===== src/rtl/cpu_pkg.sv =====
// Shared CPU package: datapath widths and the decoded-control bundle that the
// decoder hands to the next-PC control stage.
package cpu_pkg;
  localparam int PC_W   = 8;  // program counter / branch target width
  localparam int LUT_AW = 5;  // branch-target LUT index width

  typedef struct packed {
    logic              op_branch;
    logic              op_call;
    logic              op_ret;
    logic              op_halt;
    logic [LUT_AW-1:0] lut_idx;
  } ctrl_t;
endpackage


===== src/rtl/ret_stack.sv =====
// Return-address stack: DEPTH-entry LIFO of PC_W-bit addresses.
// Ports: CLK, Reset (sync, active-high), push/pop/din in; top, full, empty,
// depth out. top reads 0 when empty. The caller never asserts push and pop
// together, and never pushes when full or pops when empty.
module ret_stack
  import cpu_pkg::*;
#(
  parameter int DEPTH = 4
) (
  input  logic                     CLK,
  input  logic                     Reset,
  input  logic                     push,
  input  logic                     pop,
  input  logic [PC_W-1:0]          din,
  output logic [PC_W-1:0]          top,
  output logic                     full,
  output logic                     empty,
  output logic [$clog2(DEPTH):0]   depth
);
  localparam int AW = $clog2(DEPTH);

  logic [PC_W-1:0] mem_q [DEPTH];
  logic [PC_W-1:0] mem_d [DEPTH];
  logic [AW:0]     depth_q, depth_d;
  logic [AW-1:0]   top_idx;

  // Low bits of depth minus one wrap correctly when full (DEPTH is 2^AW).
  assign top_idx = depth_q[AW-1:0] - AW'(1);
  assign empty   = (depth_q == '0);
  assign full    = (depth_q == (AW+1)'(DEPTH));
  assign depth   = depth_q;
  assign top     = empty ? '0 : mem_q[top_idx];

  always_comb begin
    mem_d   = mem_q;
    depth_d = depth_q;
    if (push && !full) begin
      mem_d[depth_q[AW-1:0]] = din;
      depth_d = depth_q + 1'b1;
    end else if (pop && !empty) begin
      depth_d = depth_q - 1'b1;
    end
  end

  always_ff @(posedge CLK) begin
    if (Reset) begin
      mem_q   <= '{default: '0};
      depth_q <= '0;
    end else begin
      mem_q   <= mem_d;
      depth_q <= depth_d;
    end
  end
endmodule


===== src/rtl/branch_ctrl.sv =====
// Next-PC control stage. Turns the decoded op of the current instruction into
// the counter's branch / branch_adr / Halt inputs. Holds the software-loaded
// branch-target LUT, the sticky halt latch and the op priority mux; the
// return-address stack is a ret_stack instance.
// Ports: CLK, Reset (sync, active-high); PC, op_*, cond, lut_idx decoded
// inputs; lut_we/lut_waddr/lut_wdata LUT write port; branch, branch_adr,
// Halt (combinational) and stk_depth, err_ovf, err_unf (state) outputs.
module branch_ctrl
  import cpu_pkg::*;
#(
  parameter int DEPTH = 4,
  parameter int LUT_N = 32
) (
  input  logic                       CLK,
  input  logic                       Reset,
  input  logic [PC_W-1:0]            PC,
  input  logic                       op_branch,
  input  logic                       op_call,
  input  logic                       op_ret,
  input  logic                       op_halt,
  input  logic                       cond,
  input  logic [$clog2(LUT_N)-1:0]   lut_idx,
  input  logic                       lut_we,
  input  logic [$clog2(LUT_N)-1:0]   lut_waddr,
  input  logic [PC_W-1:0]            lut_wdata,
  output logic                       branch,
  output logic [PC_W-1:0]            branch_adr,
  output logic                       Halt,
  output logic [$clog2(DEPTH):0]     stk_depth,
  output logic                       err_ovf,
  output logic                       err_unf
);
  ctrl_t ctrl;

  logic [PC_W-1:0] lut_q [LUT_N];
  logic [PC_W-1:0] lut_d [LUT_N];
  logic            halt_q, halt_d;
  logic            err_ovf_q, err_ovf_d;
  logic            err_unf_q, err_unf_d;

  logic            win_ret, win_call, win_br;
  logic            push, pop;
  logic [PC_W-1:0] top, lut_rd;
  logic            full, empty;

  always_comb begin
    ctrl           = '0;
    ctrl.op_branch = op_branch;
    ctrl.op_call   = op_call;
    ctrl.op_ret    = op_ret;
    ctrl.op_halt   = op_halt;
    ctrl.lut_idx   = lut_idx;
  end

  assign Halt   = ctrl.op_halt | halt_q;
  // Async read sees the pre-edge contents, so a same-cycle write is invisible.
  assign lut_rd = lut_q[ctrl.lut_idx];

  // Priority halt > ret > call > branch; a halted stage has no winner at all.
  assign win_ret  = !Halt && ctrl.op_ret;
  assign win_call = !Halt && !ctrl.op_ret && ctrl.op_call;
  assign win_br   = !Halt && !ctrl.op_ret && !ctrl.op_call && ctrl.op_branch;

  assign push = win_call && !full;
  assign pop  = win_ret && !empty;

  always_comb begin
    branch     = 1'b0;
    branch_adr = '0;
    if (win_ret) begin
      if (!empty) begin
        branch     = 1'b1;
        branch_adr = top;
      end
    end else if (win_call || (win_br && cond)) begin
      // A call on a full stack still redirects; only the push is dropped.
      branch     = 1'b1;
      branch_adr = lut_rd;
    end
  end

  always_comb begin
    halt_d    = halt_q | ctrl.op_halt;
    err_ovf_d = err_ovf_q | (win_call && full);
    err_unf_d = err_unf_q | (win_ret && empty);
    lut_d     = lut_q;
    // LUT writes land even while halted.
    if (lut_we) lut_d[lut_waddr] = lut_wdata;
  end

  always_ff @(posedge CLK) begin
    if (Reset) begin
      halt_q    <= 1'b0;
      err_ovf_q <= 1'b0;
      err_unf_q <= 1'b0;
      lut_q     <= '{default: '0};
    end else begin
      halt_q    <= halt_d;
      err_ovf_q <= err_ovf_d;
      err_unf_q <= err_unf_d;
      lut_q     <= lut_d;
    end
  end

  assign err_ovf = err_ovf_q;
  assign err_unf = err_unf_q;

  // Return address is PC+1, wrapping at the top of the address space.
  ret_stack #(.DEPTH(DEPTH)) u_stk (
    .CLK   (CLK),
    .Reset (Reset),
    .push  (push),
    .pop   (pop),
    .din   (PC + PC_W'(1)),
    .top   (top),
    .full  (full),
    .empty (empty),
    .depth (stk_depth)
  );
endmodule

===== config.mk =====
export PLATFORM = sky130hd
export DESIGN_NAME = branch_ctrl
export DESIGN_NICKNAME = d
export VERILOG_FILES = /design/src/rtl/cpu_pkg.sv /design/src/rtl/ret_stack.sv /design/src/rtl/branch_ctrl.sv
export SDC_FILE = /design/constraint.sdc
export NUM_CORES = 1
export LEC_CHECK = 0
export ABC_CLOCK_PERIOD_IN_PS = 2900
export BUFFER_PORTS_ARGS = -buffer_cell sky130_fd_sc_hd__buf_4
export CORE_AREA = 2 2 150 152
export DETAILED_ROUTE_END_ITERATION = 8
export DIE_AREA = 0 0 152 154
export PLACE_DENSITY = 0.79
export SETUP_SLACK_MARGIN = 0.3
export SLEW_MARGIN = 15
export SYNTH_ARGS = -nofsm -noshare
export SYNTH_HDL_FRONTEND = slang
export SYNTH_SLANG_ARGS = --single-unit
export TNS_END_PERCENT = 10

===== constraint.sdc =====
create_clock -name CLK -period 2.9 [get_ports CLK]
set_input_delay 0.435 -clock CLK [delete_from_list [all_inputs] [get_ports CLK]]
set_output_delay 0.435 -clock CLK [all_outputs]
set_load 0.02 [all_outputs]

==> reports/metrics.cfg <==
[sta]
min_period_ps = 2661
slew_headroom_pct = 43.23
worst_slew_pin_slew_ps = 847.8
rsz0062_at_grt = true
hold_viol = 0
period_share_pct = 91.77
fin_ws_ps = 238.7
timing.fmax_ghz = 0.3758
skew_ps = 3.570
setup-tns-final_ps = 0
maxSlewViolCount = 0
setup_viol = 0

[clock_network]
clock_tree.htree_level_count = 1
clock_latency_ps = 550
clk_pin_slew_ps = 60
ctsHoldBuffers = 0
cts_buffers = 29
clock-root-buffer = clkbuf_16
clock_sinks = 294
cts_tree = built
cts_buffer_depth = 3

[floorplan]
io_pins = 49
die_x_um = 152
core_um2 = 21690
floorplan.initialDensity_pct = 61.44
die_area_um2 = 23410
rows = 54
die_h_um = 154

[worst_setup_path]
end_kind = output port
r2r_cells = 8
crit_start = lut_q[86]
start_kind = flop
cp_cell_sequence = mux4_2 -> mux2i_1 -> o211ai_1 -> a22o_1 -> buf_4
slowest_stage = mux4_2
crit-reg2reg-launch = halt_q
worstSetupPathType = reg2out
critPathRequiredTime_ps = 2470
crit_end = branch_adr[6]
critPathArrivalTime_ps = 2230
worstPathMaxFanout = 2
reg2reg_slack_ps = 870
r2r-end = u_stk.depth[2]
critPathMaxStageDelay_ps = 490

[routing]
wl_mm = 35.57
vias = 10697
drt_iter0_drc = 1087
dr.pass1.iters = 6
via_per_inst = 6.219
wl_per_cell_um = 20.68
drt_drc_violations_left = 0
ant_nets = 0

[run_status]
status = completed

[layout]
mostFrequentLayoutCells = dfxtp_1 (293), mux2i_1 (272), nor2_1 (226)
fin_area_um2 = 15040
diodes = 0
drive_gt1_share_pct = 15.83
area_growth_pct = 12.84
fillerInstances = 1642
final_common_cell = dfxtp_1
fin_nets = 1461

[grt]
use_met2_pct = 46.05
grtUsageMet3_pct = 4.679
grt-busiest-layer = met2
use_met1_pct = 40.05
grt_max_degree = 94
grt_overflow_total = 0
grt_pass1_wl_mm = 55.33
antenna_found_initial = 0
grt_pass1_vias = 10030
gr-usage-all-layers_pct = 29.02

[yosys]
netlist_area_um2 = 13330
syn_avg_cell_area_um2 = 9.444
ys_seq_elements = 294
netlist_instances = 1411
yosysWarnings = 0
syn_nets = 1451
yosysUniqueCellTypes = 47
ys_seq_area_share_pct = 44.17

[power]
power.leakage_nw = 5.558
powerDensity_nw_per_um2 = 565.2
max-vdd-ir-drop_v = 0.0003921

[placed_design]
hpwl_mm = 22.39
post-place-ws_ps = 216.0
port-buffer-count = 48
place_congestion = 0.9024
place_area_um2 = 13810

[run]
drv_cap = 0

[worst_hold_path]
hold_class = in2reg

[cell families after synthesis]
logic type | after synthesis | synth area share (%)
simple gates | 485 | 15.74
fa+ha+maj | 6 | 0.5634
buf+inv | 127 | 4.770
compound gates | 184 | 8.629
mux | 306 | 25.54
flops | 294 | 44.17
xor+xnor | 9 | 0.5915
[how the worst min path moves through the flow]
stage,from,to,slack [ps],cells after the start
after floorplan,lut_q[205],lut_q[205],430,2
after global placement,lut_q[203],lut_q[203],440,2
after detailed placement,lut_q[201],lut_q[201],450,2
after CTS,PC[0],u_stk.mem_q[24],110,2
after global routing,PC[0],u_stk.mem_q[24],130,2
final,PC[0],u_stk.mem_q[0],120,2
[state kept, by name, summed over array words and instances (netlist names)]
register     count
err_unf          1
lut_q          256
err_ovf          1
halt_q           1
u_stk.depth      3
u_stk.mem_q     32
[timing repair]
action                                  CTS  global route
endpoints found under the setup margin    8             8
pin swaps                                 4             3
cloned                                    2             2
gates resized for setup                  15            19
setup buffers                             0             7
[metal layers]
metal	vias up	wire length (µm)
met1	5180	15100
met2	461	16480
met5	-	0
met3	88	2849
met4	0	1148
li1	4968	-
[final cells by class]
| class | count | area (µm²) | share of cell area, % |
|---|---|---|---|
| Multi-Input combinational cell | 991 | 6977 | 46.40 |
| Sequential cell | 294 | 5889 | 39.17 |
| Clock buffer | 45 | 885.9 | 5.892 |
| Timing Repair Buffer | 99 | 877.1 | 5.833 |
| Tap cell | 280 | 350.3 | 2.330 |
| Clock inverter | 5 | 33.78 | 0.2247 |
| Inverter | 6 | 22.52 | 0.1498 |
[Yosys cell counts, drive strengths merged]
master | instances | area (µm²)
a211oi | 35 | 262.8
a21oi | 83 | 426.7
a22o | 8 | 70.07
a22oi | 9 | 67.56
a311oi | 2 | 17.52
a31oi | 7 | 43.79
a41oi | 1 | 8.760
and2 | 3 | 26.28
and3 | 4 | 26.28
buf | 34 | 259.0
clkbuf | 84 | 325.3
clkinv | 1 | 3.750
dfxtp | 294 | 5886
dlygate4sd1 | 1 | 8.760
dlygate4sd3 | 2 | 20.02
ha | 6 | 75.07
inv | 5 | 18.77
mux2 | 2 | 22.52
mux2i | 277 | 2773
mux4 | 27 | 608.1
nand2 | 111 | 416.7
nand2b | 3 | 18.77
nand3 | 94 | 470.5
nand3b | 3 | 22.52
nor2 | 245 | 959.7
nor2b | 3 | 18.77
nor3 | 1 | 10.01
nor3b | 4 | 30.03
nor4 | 7 | 43.79
o211ai | 7 | 52.55
o21ai | 2 | 10.01
o221ai | 1 | 8.760
o22ai | 29 | 181.4
or2 | 4 | 25.02
or3 | 1 | 6.260
or3b | 1 | 8.760
or4b | 1 | 13.76
xnor2 | 5 | 43.79
xor2 | 4 | 35.03
[power breakdown]
part | internal [mW] | switching (mW)
logic | 0.270 | 0.476
clock network | 2.08 | 1.57
registers | 4.08 | 0.0253
total | 6.43 | 2.07
[stage by stage]
step	hold WS, ps	utilization, %	power [mW]	cells
after floorplan	433.1	-	4.642	1411
after global placement	440.2	63.69	4.857	1659
after global routing	125.1	69.33	8.720	1720
after detailed placement	446.0	63.69	4.871	1659
final	119.0	69.33	8.498	1720
after CTS	107.5	68.40	8.473	1711
[worst max-delay path: cells and delay by family (launching register included)]
kind,cells,cell delay (ps)
DFF,1,320
buffers and inverters,1,160
AOI/OAI and AO/OA,2,450
muxes,2,740
No activity file was read; power rests on OpenSTA's default activity.
